[src/rtl/multi_bullet_draw_pkg.sv]
// Shared constants for the bullet renderer: transparent colour key, default
// sprite geometry and the sprite image used by the ROM simulation model.
package multi_bullet_draw_pkg;

  localparam logic [11:0] MASK          = 12'hF0F;
  localparam int          BULLET_WIDTH  = 8;
  localparam int          BULLET_HEIGHT = 8;

  // Sprite image: two transparent texels (row 0 col 3, row 7 col 4), the rest a colour ramp.
  function automatic logic [11:0] sprite_word(input int unsigned addr);
    if (addr == 3 || addr == 60) return MASK;
    return 12'(32'd256 + addr * 32'd37);
  endfunction

endpackage

[src/rtl/bullet_sprite_rom.sv]
// Bullet sprite ROM, one-cycle synchronous read. Stands in for the IP ROM.
module bullet_sprite_rom
  import multi_bullet_draw_pkg::*;
#(
  parameter int ADDR_W = 6
) (
  input  logic              clka,
  input  logic [ADDR_W-1:0] addra,
  output logic [11:0]       douta
);

  localparam int DEPTH = 1 << ADDR_W;

  logic [11:0] rom_mem [DEPTH];

  for (genvar gi = 0; gi < DEPTH; gi++) begin : g_rom
    assign rom_mem[gi] = sprite_word(gi);
  end

  always_ff @(posedge clka) begin
    douta <= rom_mem[addra];
  end

endmodule

[src/rtl/multi_bullet_draw.sv]
// Multi-bullet sprite renderer: frame-latched bullet set, lowest-index priority,
// 3-cycle pipeline (hit test -> ROM read -> output register).
module multi_bullet_draw
  import multi_bullet_draw_pkg::*;
#(
  parameter int NUM_BULLETS = 4,
  parameter int BULLET_W    = BULLET_WIDTH,
  parameter int BULLET_H    = BULLET_HEIGHT,
  parameter int ADDR_W      = 6,
  parameter int IDX_W       = (NUM_BULLETS > 1) ? $clog2(NUM_BULLETS) : 1
) (
  input  logic                     pixclk,
  input  logic                     rst_n,
  input  logic                     frame_start,
  input  logic                     pix_valid,
  input  logic [10:0]              draw_x,
  input  logic [9:0]               draw_y,
  input  logic [NUM_BULLETS-1:0]   bullet_active,
  input  logic [11*NUM_BULLETS-1:0] bullet_pos_x,
  input  logic [10*NUM_BULLETS-1:0] bullet_pos_y,
  output logic [11:0]              bullet_rgb,
  output logic                     bullet_hit,
  output logic [IDX_W-1:0]         bullet_idx
);

  localparam int DX_W = (BULLET_W > 1) ? $clog2(BULLET_W) : 1;
  localparam int DY_W = (BULLET_H > 1) ? $clog2(BULLET_H) : 1;

  function automatic logic [IDX_W-1:0] prio_enc(input logic [NUM_BULLETS-1:0] req);
    logic [IDX_W-1:0] idx;
    idx = '0;
    for (int i = NUM_BULLETS - 1; i >= 0; i--) begin
      if (req[i]) idx = IDX_W'(i);
    end
    return idx;
  endfunction

  logic [NUM_BULLETS-1:0]    active_s_reg;
  logic [11*NUM_BULLETS-1:0] pos_x_s_reg;
  logic [10*NUM_BULLETS-1:0] pos_y_s_reg;

  always_ff @(posedge pixclk or negedge rst_n) begin
    if (!rst_n) begin
      active_s_reg <= '0;
      pos_x_s_reg  <= '0;
      pos_y_s_reg  <= '0;
    end else if (frame_start) begin
      active_s_reg <= bullet_active;
      pos_x_s_reg  <= bullet_pos_x;
      pos_y_s_reg  <= bullet_pos_y;
    end
  end

  logic [NUM_BULLETS-1:0] hit_vec;
  logic [DX_W-1:0]        dx_arr [NUM_BULLETS];
  logic [DY_W-1:0]        dy_arr [NUM_BULLETS];

  // Comparisons are one bit wider than the coordinates so pos+size never wraps.
  for (genvar gi = 0; gi < NUM_BULLETS; gi++) begin : g_hit
    logic [11:0] px;
    logic [10:0] py;
    assign px = {1'b0, pos_x_s_reg[11*gi +: 11]};
    assign py = {1'b0, pos_y_s_reg[10*gi +: 10]};
    assign hit_vec[gi] = active_s_reg[gi]
                      && ({1'b0, draw_x} >= px) && ({1'b0, draw_x} < px + 12'(BULLET_W))
                      && ({1'b0, draw_y} >= py) && ({1'b0, draw_y} < py + 11'(BULLET_H));
    assign dx_arr[gi] = DX_W'({1'b0, draw_x} - px);
    assign dy_arr[gi] = DY_W'({1'b0, draw_y} - py);
  end

  logic [IDX_W-1:0] win_idx;
  assign win_idx = prio_enc(hit_vec);

  logic             s1_hit_reg;
  logic [IDX_W-1:0] s1_idx_reg;
  logic [DX_W-1:0]  s1_dx_reg;
  logic [DY_W-1:0]  s1_dy_reg;

  always_ff @(posedge pixclk or negedge rst_n) begin
    if (!rst_n) begin
      s1_hit_reg <= 1'b0;
      s1_idx_reg <= '0;
      s1_dx_reg  <= '0;
      s1_dy_reg  <= '0;
    end else begin
      s1_hit_reg <= pix_valid && (|hit_vec);
      s1_idx_reg <= win_idx;
      s1_dx_reg  <= dx_arr[win_idx];
      s1_dy_reg  <= dy_arr[win_idx];
    end
  end

  // Address lines only move on a hit; otherwise the last address is re-presented.
  logic [ADDR_W-1:0] rom_addr;
  logic [ADDR_W-1:0] rom_addr_reg;
  logic              s2_hit_reg;
  logic [IDX_W-1:0]  s2_idx_reg;
  logic [11:0]       rom_data;

  assign rom_addr = s1_hit_reg ? ADDR_W'(int'(s1_dy_reg) * BULLET_W + int'(s1_dx_reg))
                               : rom_addr_reg;

  always_ff @(posedge pixclk or negedge rst_n) begin
    if (!rst_n) begin
      rom_addr_reg <= '0;
      s2_hit_reg   <= 1'b0;
      s2_idx_reg   <= '0;
    end else begin
      rom_addr_reg <= rom_addr;
      s2_hit_reg   <= s1_hit_reg;
      s2_idx_reg   <= s1_idx_reg;
    end
  end

  bullet_sprite_rom #(
    .ADDR_W (ADDR_W)
  ) u_rom (
    .clka  (pixclk),
    .addra (rom_addr),
    .douta (rom_data)
  );

  // A transparent texel hides the pixel outright; lower-priority bullets are not consulted.
  always_ff @(posedge pixclk or negedge rst_n) begin
    if (!rst_n) begin
      bullet_rgb <= MASK;
      bullet_hit <= 1'b0;
      bullet_idx <= '0;
    end else if (s2_hit_reg && (rom_data != MASK)) begin
      bullet_rgb <= rom_data;
      bullet_hit <= 1'b1;
      bullet_idx <= s2_idx_reg;
    end else begin
      bullet_rgb <= MASK;
      bullet_hit <= 1'b0;
      bullet_idx <= '0;
    end
  end

endmodule

[config.mk]
export PLATFORM = sky130hd
export DESIGN_NAME = multi_bullet_draw
export DESIGN_NICKNAME = d
export VERILOG_FILES = /design/src/rtl/multi_bullet_draw_pkg.sv /design/src/rtl/bullet_sprite_rom.sv /design/src/rtl/multi_bullet_draw.sv
export SDC_FILE = /design/constraint.sdc
export NUM_CORES = 1
export LEC_CHECK = 0
export ABC_AREA = 0
export CAP_MARGIN = 20
export CORE_MARGIN = 2
export CORE_UTILIZATION = 40
export DETAILED_ROUTE_END_ITERATION = 8
export GPL_TIMING_DRIVEN = 0
export SLEW_MARGIN = 40
export SYNTH_ARGS = -nofsm -noshare
export SYNTH_HDL_FRONTEND = slang
export SYNTH_HIERARCHICAL = 1
export SYNTH_SLANG_ARGS = --single-unit
[constraint.sdc]
create_clock -name pixclk -period 2.75 [get_ports pixclk]
set_clock_uncertainty 0.15 [all_clocks]
set_input_delay 0.55 -clock pixclk [delete_from_list [all_inputs] [get_ports pixclk]]
set_output_delay 0.55 -clock pixclk [all_outputs]
set_load 0.02 [all_outputs]
==> metrics list, run 1 <==
* Vias in the first global route: approximately 8600
- Setup slack on the worst reg-to-reg path comes out at -0.40 ns.
* Filler-free cell count of the finished design: approximately 1600
- Core ar.: 0.02446 mm2
- Derived from the worst setup path, the maximum achievable clock frequency is approximately 320 MHz.
* Part of the Yosys area used for sequential elements: 0.3268
* Critical Path RT: a little under 3 ns
- For this configuration, the core starts out at a cell density of 0.4101.
- Detailed-router iteration count before antenna repair: 5
- In the post-route analysis, the smallest setup slack over all paths is -0.4039 ns.
- Cells after Synth: roughly 1100
- The final layout contains routed wiring with a total length of between 20 and 30 mm.
- Period Utilization, post-route: 1.147
- For this run, the total global-route usage over all layers was measured as 0.2188.
* Worst hold endpoint: s2_idx_reg[0]
- Entering global routing, the biggest net connects between 70 and 80 pins.
* Minimum clock period after layout: 3.154 ns
- Setup repair after global routing could not meet its margin everywhere.
- PortBufs: between 100 and 150
* Most instantiated flip-flop cell in the synthesis netlist: sky130_fd_sc_hd__dfrtp_1
- The number of antenna diodes in the final layout is 0.
- The worst setup path is of the reg2reg kind.
- Summed over all cells, the static leakage comes to between 5 and 6 nW.
* Vias: roughly 8500
- Worst min-delay path category: reg2reg
- After floorplanning, the core was divided into 57 placement rows.
* Global placer's final weighted congestion: between 0.9 and 1
- Of the cells placed in the final design, the portion with a size suffix greater than 1 is 0.1728.
* Proportion of register bits with asynchronous set or reset after synthesis: 0.9098
- Cells after DPL: between 1500 and 2000
- Worst Reg2Reg Path Length in Cells: 15
- Overall die area: 0.02636 mm2
- Failing checks: negative setup slack
- Launching point of the worst reg2reg path: pos_y_s_reg[24]
* DIE HEIGHT: about 160 um
- For the pin with the worst max-slew slack, the measured transition is roughly 0.82 ns.
* Startpoint of the tightest hold check path: s1_idx_reg[0]
- The run finished, with violations left.
- Overall power of the completed layout: a little over 8 mW
- No sink is reached through more buffers than the 2 on the longest clock path.
* Library cell with the largest summed area after synthesis: sky130_fd_sc_hd__dfrtp_1
* Post-synth net total: between 1000 and 1500
- Portion of synthesized cell area occupied by the leading cell type: 0.2819
- Clock latency of the later-clocked register in the worst-skew pair: around 0.43 ns
- In this run the worst path has a maximum fanout of 3.
* Final net count: roughly 1600
- Post-route cell area: roughly 0.013 mm2
- Overall die width: ~160 um
- The first global-routing pass estimated 44.90 mm of wire.
* Number of failing setup endpoints in the final timing report: 9
* Vias/cell: between 5 and 6
- For this run, design rule violations remaining after detail routing come to 0.
- WL/cell: roughly 17 um
- Antenna violation net count after detailed routing: 0
* Post-DP HPWL: 21.12 mm
- Syn Area/Cell: just over 9 um2
- Cell depth of the worst min-delay path: 0
- Iter 0 DRT Violations: around 490
* Peak supply drop: 0.0005469 V
- Unique masters post-synth: between 70 and 80
* Setup Slack @ Placement: -1.358 ns
- Number of buffers created by CTS: 17
- Number of placed I/O pins: roughly 130
- Top post-synthesis cells by area: sky130_fd_sc_hd__dfrtp_1 28%, sky130_fd_sc_hd__ha_1 20%, sky130_fd_sc_hd__o21ai_0 5.6%
- The number of slew-limit violations in the final report is 0.
- Final hold violation count: 0
- Netlist Area Pre-Place: roughly 0.010 mm2
- The initial antenna violation count came to 0.
- The H-tree generated during clock tree synthesis spans 4 levels.
- The placed instances occupy a cell area of between 0.01 and 0.015 mm2.
- Number of synthesized flops with an enable pin: 0
- The worst setup path is launched from a register.
- Clock tree synthesis found a total of around 130 sinks.
- Arrival time at the worst endpoint: ~3.3 ns
- From synthesis to final layout, the design area changed by 30.38%.
- The register with the most flip-flops in the layout has 44 of them.
- The tree is rooted in a sky130_fd_sc_hd__clkbuf_16.
- Capturing element type of the critical path: register
- Count of state elements after synthesis: around 130
- TritonCTS built the clock tree.
- Clock Pin Slew Worst Setup and Hold Paths: ~0.06 ns
- Dividing total power by cell area gives a power density of between 600 and 700 mW/mm2.
* Count of warnings emitted by yosys: 6
- Tightest slew margin relative to the limit: 0.4523
- Max-cap violations in this run came to 0.
* Capture instance of the worst register-to-register path: s1_dx_reg[0]
- For the final routed database, the setup TNS stands at -2.718 ns.
* Gr ovfl total: 0
cell usage in the layout (no fill, tap or decap), types with 21 or more instances in the layout:
cell,instances
sky130_fd_sc_hd__ha_1,150
sky130_fd_sc_hd__nand2_1,109
sky130_fd_sc_hd__o21ai_0,106
sky130_fd_sc_hd__dfrtp_1,105
sky130_fd_sc_hd__clkdlybuf4s50_1,104
sky130_fd_sc_hd__inv_1,97
sky130_fd_sc_hd__xnor2_1,53
sky130_fd_sc_hd__buf_4,39
sky130_fd_sc_hd__nand3_1,36
sky130_fd_sc_hd__nor2_1,29
sky130_fd_sc_hd__nand2b_1,22
sky130_fd_sc_hd__a21oi_1,22
sky130_fd_sc_hd__clkbuf_1,21
area by class of cell:
cell class	instances	area, um2
clock buffers	20	446.7
plain buffers	35	170.2
inverters	110	424.2
flip-flops and latches	133	3288
repair buffers	174	1670
multi-input cells	801	6569
fillers	2260	11380
clock inverters	12	106.4
well taps	324	405.4
repair_timing:
action,CTS,global route
pin swaps,21,22
hold endpoints to repair,42,0
hold buffers,1,0
resized for setup,85,47
setup endpoints to repair,10,11
cloned,1,0
buffers inserted,33,13
critical path, stage by stage (launching register included):
cell	delay, ns
sky130_fd_sc_hd__dfrtp_1	0.41
sky130_fd_sc_hd__ha_4	0.17
sky130_fd_sc_hd__and3_4	0.21
sky130_fd_sc_hd__nand3_4	0.08
sky130_fd_sc_hd__xnor2_2	0.14
sky130_fd_sc_hd__ha_2	0.21
sky130_fd_sc_hd__nor3_2	0.04
sky130_fd_sc_hd__o211ai_1	0.09
sky130_fd_sc_hd__a21oi_2	0.07
sky130_fd_sc_hd__a311oi_4	0.36
sky130_fd_sc_hd__and4b_2	0.31
sky130_fd_sc_hd__o221ai_4	0.22
sky130_fd_sc_hd__buf_6	0.14
sky130_fd_sc_hd__buf_6	0.09
sky130_fd_sc_hd__mux2i_1	0.06
sky130_fd_sc_hd__mux2_4	0.25
kinds of logic (layout without fill, tap and decap cells):
group / after synthesis / in the layout / synth area share
DFF: 133 / 133 / 0.3268
and+or+nand+nor: 274 / 274 / 0.1327
buffers and inverters: 147 / 351 / 0.06024
muxes: 41 / 41 / 0.04365
xor gates and xnor gates: 58 / 58 / 0.05064
adders and majority gates: 172 / 172 / 0.2205
AOI/OAI and AO/OA: 256 / 256 / 0.1655
per-layer routing:
| metal | vias to the layer above | GRT usage | wire length, um |
|---|---|---|---|
| met2 | 201 | 0.3603 | 13300 |
| met3 | 29 | 0.03540 | 1140 |
| li1 | 4222 | - | - |
| met5 | - | 0 | 0 |
| met4 | 0 | 0.06879 | 501 |
| met1 | 4056 | 0.2957 | 13040 |
where the power goes:
part	total [mW]	switching, mW	internal, mW
combinational	3.47	1.91	1.56
clock	2.18	0.913	1.27
sequential	2.44	0.160	2.28
synthesized netlist by cell type (19+ instances only):
cell type / number
sky130_fd_sc_hd__a21oi_1: 28
sky130_fd_sc_hd__clkbuf_1: 20
sky130_fd_sc_hd__dfrtp_1: 113
sky130_fd_sc_hd__ha_1: 164
sky130_fd_sc_hd__inv_1: 106
sky130_fd_sc_hd__mux2_2: 22
sky130_fd_sc_hd__mux2i_1: 19
sky130_fd_sc_hd__nand2_1: 110
sky130_fd_sc_hd__nand2b_1: 24
sky130_fd_sc_hd__nand3_1: 44
sky130_fd_sc_hd__nor2_1: 30
sky130_fd_sc_hd__o21ai_0: 112
sky130_fd_sc_hd__xnor2_1: 57
stage by stage:
step	hold slack (ns)	util
after floorplan	0.1044	-
final	0.1957	0.5347
after global routing	0.2094	0.5347
after global placement	0.1871	0.4813
after CTS	0.1942	0.5252
after detailed placement	0.1847	0.4826
worst max path at each step:
stage	start	endpoint	slack [ns]	cells past startpoint
2_1_floorplan	draw_x[1]	s1_dx_reg[0]	-0.21	11
3_3_place_gp	rst_n	pos_x_s_reg[25]	-4.38	1
3_5_place_dp	draw_y[1]	s1_dx_reg[1]	-1.36	12
4_1_cts	pos_x_s_reg[25]	s1_dx_reg[1]	-0.41	13
5_1_grt	pos_y_s_reg[16]	s1_dx_reg[0]	-0.54	15
6_report	pos_y_s_reg[24]	s1_dx_reg[0]	-0.40	15
Note: power is estimated with default switching activity, not from simulation.
==> run 2, diff against run 1 <==
PLACE_DENSITY_LB_ADDON = 0.3   (was default)
==> run 2 against run 1 <==
Compared with the run above: register-to-register slack about the same; design area increased by 0.30%; worst hold slack improved by 0.023 ns; the run still ends with negative setup slack left; power increased by 3.7%; wire length decreased by 1.2%; non-clock buffer count decreased by 7; via count increased by 1.1%; maximum frequency decreased by 0.29%; core utilization increased by 0.16 points; cell count decreased by 0.44%; critical path depth decreased by 1; critical endpoint unchanged; largest cell class unchanged; setup slack got worse by 0.0093 ns.
==> metrics list, run 2 (synthesized netlist as in run 1, its figures left out) <==
- STA classifies the critical path startpoint as a register.
* Initial cell density of the core: 0.4101 (unchanged)
* Final hold violation count: 0 (unchanged)
- The largest net degree at the start of global routing was 42 (-42%).
- The overall power of the completed layout was 8.383 mW (+3.7%).
- The number of clock sinks came to 133 (unchanged).
- Internal power contribution: 5.398 mW (+5.9%)
- Pleak: 5.948 nW (+0.73%)
- Max reg flops: 44 (unchanged)
- Worst Slack Setup Final: -0.4132 ns (-0.009326 ns)
- Arrival time at the worst endpoint: 3.32 ns (about the same)
- The wire length per cell was 17.25 um (-0.76%).
* Startpoint of the tightest hold check path: s1_idx_reg[0]
- Pwr Density: 639.0 mW/mm2 (+3.4%)
* Area growth from synthesis to layout: 30.77%
* Cell depth of the worst min-delay path: 0 (unchanged)
- The worst slack on hold paths was 0.2186 ns (+0.02286 ns).
- TritonCTS built the clock tree.
- Clock group share of total power: 0.295 (+0.025)
* Part of the total power dissipated in combinational logic: 0.414 (-0.015)
- The via count normalized by instance count came to 5.368 (+1.5%).
- The floorplan die height came to 162.4 um (unchanged).
* Number of filler cells placed in the layout: 2202 (-2.6%)
- The post-layout minimum cycle time was 3.163 ns (+0.009326 ns).
- Worst-Margin Slew: 0.6463 ns (-0.1753 ns)
- The worst voltage drop across the vdd grid was 0.0004928 V (-9.9%).
- The flow ran to the end, but the final reports show violations.
- Number of buffers created by CTS: 17 (unchanged)
- Critical-path cell list: inv_2 > nor3_4 > nand3_2 > xnor2_1 > ha_1 > a21o_1 > a21oi_2 > o21ai_1 > nor2_1 > nand4_1 > o221ai_4 > buf_12 > mux2i_1 > mux2_4
- The cell area after layout came to 0.01312 mm2 (+0.30%).
- The number of remaining DRC errors was 0 (unchanged).
* Fraction of layout instances using a drive strength above 1: 0.1659 (-0.006878)
* Filler-free cell count of the finished design: 1602 (-0.44%)
* RSZ-0062 raised after global routing: yes
- Antenna violation net count after detailed routing: 0 (unchanged)
* Capture instance of the worst register-to-register path: s1_dx_reg[0]
* Clock Pin Slew Worst Setup and Hold Paths: 0.06 ns (about the same)
* Register-to-register path setup slack: -0.41 ns (about the same)
- The number of global-route vias before repair came to 8589 (+0.058%).
* Clock latency of the later-clocked register in the worst-skew pair: 0.43 ns (about the same)
* Vias: 8599 (+1.1%)
- Worst hold endpoint: s2_idx_reg[0]
- Total number of H-tree levels: 4 (unchanged)
- Iter 0 DRT Violations: 386 (-22%)
* Capturing element type of the critical path: register
- The setup slack after placement is -1.489 ns (-0.1312 ns).
- Overall die width: 162.4 um (unchanged)
- Initial antenna violation count: 0 (unchanged)
* Post-Route Utilization: 0.5363 (+0.001586)
- Global placer's final weighted congestion: 0.9186 (+1.2%)
* Maximum capacitance violations: 0 (unchanged)
- Final net count: 1550 (-0.45%)
- Cell row count: 57 (unchanged)
- The cell sitting at the root of the clock tree is a sky130_fd_sc_hd__clkbuf_16.
- The number of primary I/O pins came to 128 (unchanged).
- Detailed-router iteration count before antenna repair: 5 (unchanged)
- Path type of the worst setup path: reg2reg
- The placed instance area is 0.01182 mm2 (+0.12%).
- Critical Path RT: 2.91 ns (about the same)
* Number of failing setup endpoints in the final timing report: 9 (unchanged)
- The number of antenna diodes came to 0 (unchanged).
* Post-DP HPWL: 21.13 mm (about the same)
- The relative contribution of sequential cells to total power was 0.290 (-0.012).
- The number of slew-limit violations in the final report came to 0 (unchanged).
* Crit-path max FO: 5 (+2)
* Net Sw Frac: 0.3560 (-0.01315)
* Wirelength, routed: 27.64 mm (-1.2%)
* F_max: 316.1 MHz (-0.29%)
- The library cells used most frequently in the layout, excluding fill and tap cells, are 148 x sky130_fd_sc_hd__ha_1, 109 x sky130_fd_sc_hd__nand2_1, 108 x sky130_fd_sc_hd__dfrtp_1.
* Failing checks: negative setup slack
- Among all stages on the critical path, the largest delay is contributed by sky130_fd_sc_hd__o221ai_4.
- The area of the die was 0.02636 mm2 (unchanged).
* Setup tns final: -2.892 ns (-0.1744 ns)
- Period Utilization, post-route: 1.150 (+0.003391)
- In this run the worst hold path is classified as reg2reg.
- The startpoint identified for the worst register-to-register timing path is pos_y_s_reg[16].
* PortBufs: 126 (unchanged)
* Net switching power: 2.984 mW (about the same)
* Overall fraction of global-route tracks in use: 0.2149 (-0.003876)
- The delay of the slowest critical-path stage came to 0.40 ns (about the same).
* First-pass GRT wire length: 44.35 mm (-1.2%)
* Core ar.: 0.02446 mm2 (unchanged)
- Worst Reg2Reg Path Length in Cells: 14 (-1)
- The number of cells in the design after placement was 1533 (+0.065%).
* Tightest slew margin relative to the limit: 0.5692 (+0.1168)
* Most common library cell in the layout ignoring fill and taps: sky130_fd_sc_hd__ha_1
* Gr ovfl total: 0 (unchanged)
- Worst-case clock buffer depth: 2 (unchanged)
==> run 2: cell types whose count changed in the layout (fill, tap and decap cells not counted), moves of 4 or more <==
cell,change
sky130_fd_sc_hd__buf_4,-4
sky130_fd_sc_hd__clkinvlp_4,-5
sky130_fd_sc_hd__buf_6,-5
sky130_fd_sc_hd__clkbuf_16,+8
==> run 2: final cells by class <==
class,instances,area [um2],share of cell area
Sequential cell,133,3284,0.2504
Tap cell,324,405.4,0.03090
Timing Repair Buffer,167,1628,0.1241
Inverter,110,420.4,0.03205
Buffer,35,183.9,0.01402
Clock buffer,26,618.1,0.04712
Multi-Input combinational cell,801,6539,0.4984
Clock inverter,6,40.04,0.003052
==> run 2: power groups by stage <==
stage	sequential [mW]	combinational, mW	clock, mW
2_1_floorplan	2.44	2.29	0
3_3_place_gp	2.46	3.17	0
3_5_place_dp	2.47	3.22	0
4_1_cts	2.43	3.39	2.51
5_1_grt	2.47	3.85	2.61
6_report	2.44	3.47	2.48
==> run 2: worst max-delay path: cells and delay by family (launching register included) <==
kind | cells | cell delay [ns]
buf+inv | 2 | 0.23
fa+ha+maj | 1 | 0.31
flops | 1 | 0.37
mux | 2 | 0.33
simple gates | 4 | 0.77
xor+xnor | 1 | 0.14
compound gates | 4 | 0.76
==> run 2: how the worst max path moves through the flow <==
stage	from	end	slack [ns]
6_report	pos_y_s_reg[16]	s1_dx_reg[0]	-0.41
5_1_grt	pos_y_s_reg[16]	s1_dx_reg[0]	-0.54
4_1_cts	pos_y_s_reg[24]	s1_dx_reg[0]	-0.35
3_5_place_dp	draw_x[1]	s1_dy_reg[0]	-1.49
3_3_place_gp	rst_n	pos_x_s_reg[25]	-4.33
2_1_floorplan	draw_x[1]	s1_dx_reg[0]	-0.21
==> run 2: repair_timing <==
item | in CTS | in global routing
cloned | 1 | 0
resized for setup | 100 | 24
hold buffers | 1 | 0
pin swaps | 37 | 13
setup buffers | 31 | 6
hold endpoints to repair | 32 | 0
setup endpoints to repair | 10 | 10
==> run 2: layer usage <==
layer | GRT usage | routed length (um) | up-vias
met5 | 0 | 0 | -
met4 | 0.09694 | 917 | 0
met2 | 0.3563 | 13280 | 217
met3 | 0.03005 | 1108 | 69
li1 | - | - | 4200
met1 | 0.2797 | 12330 | 4113
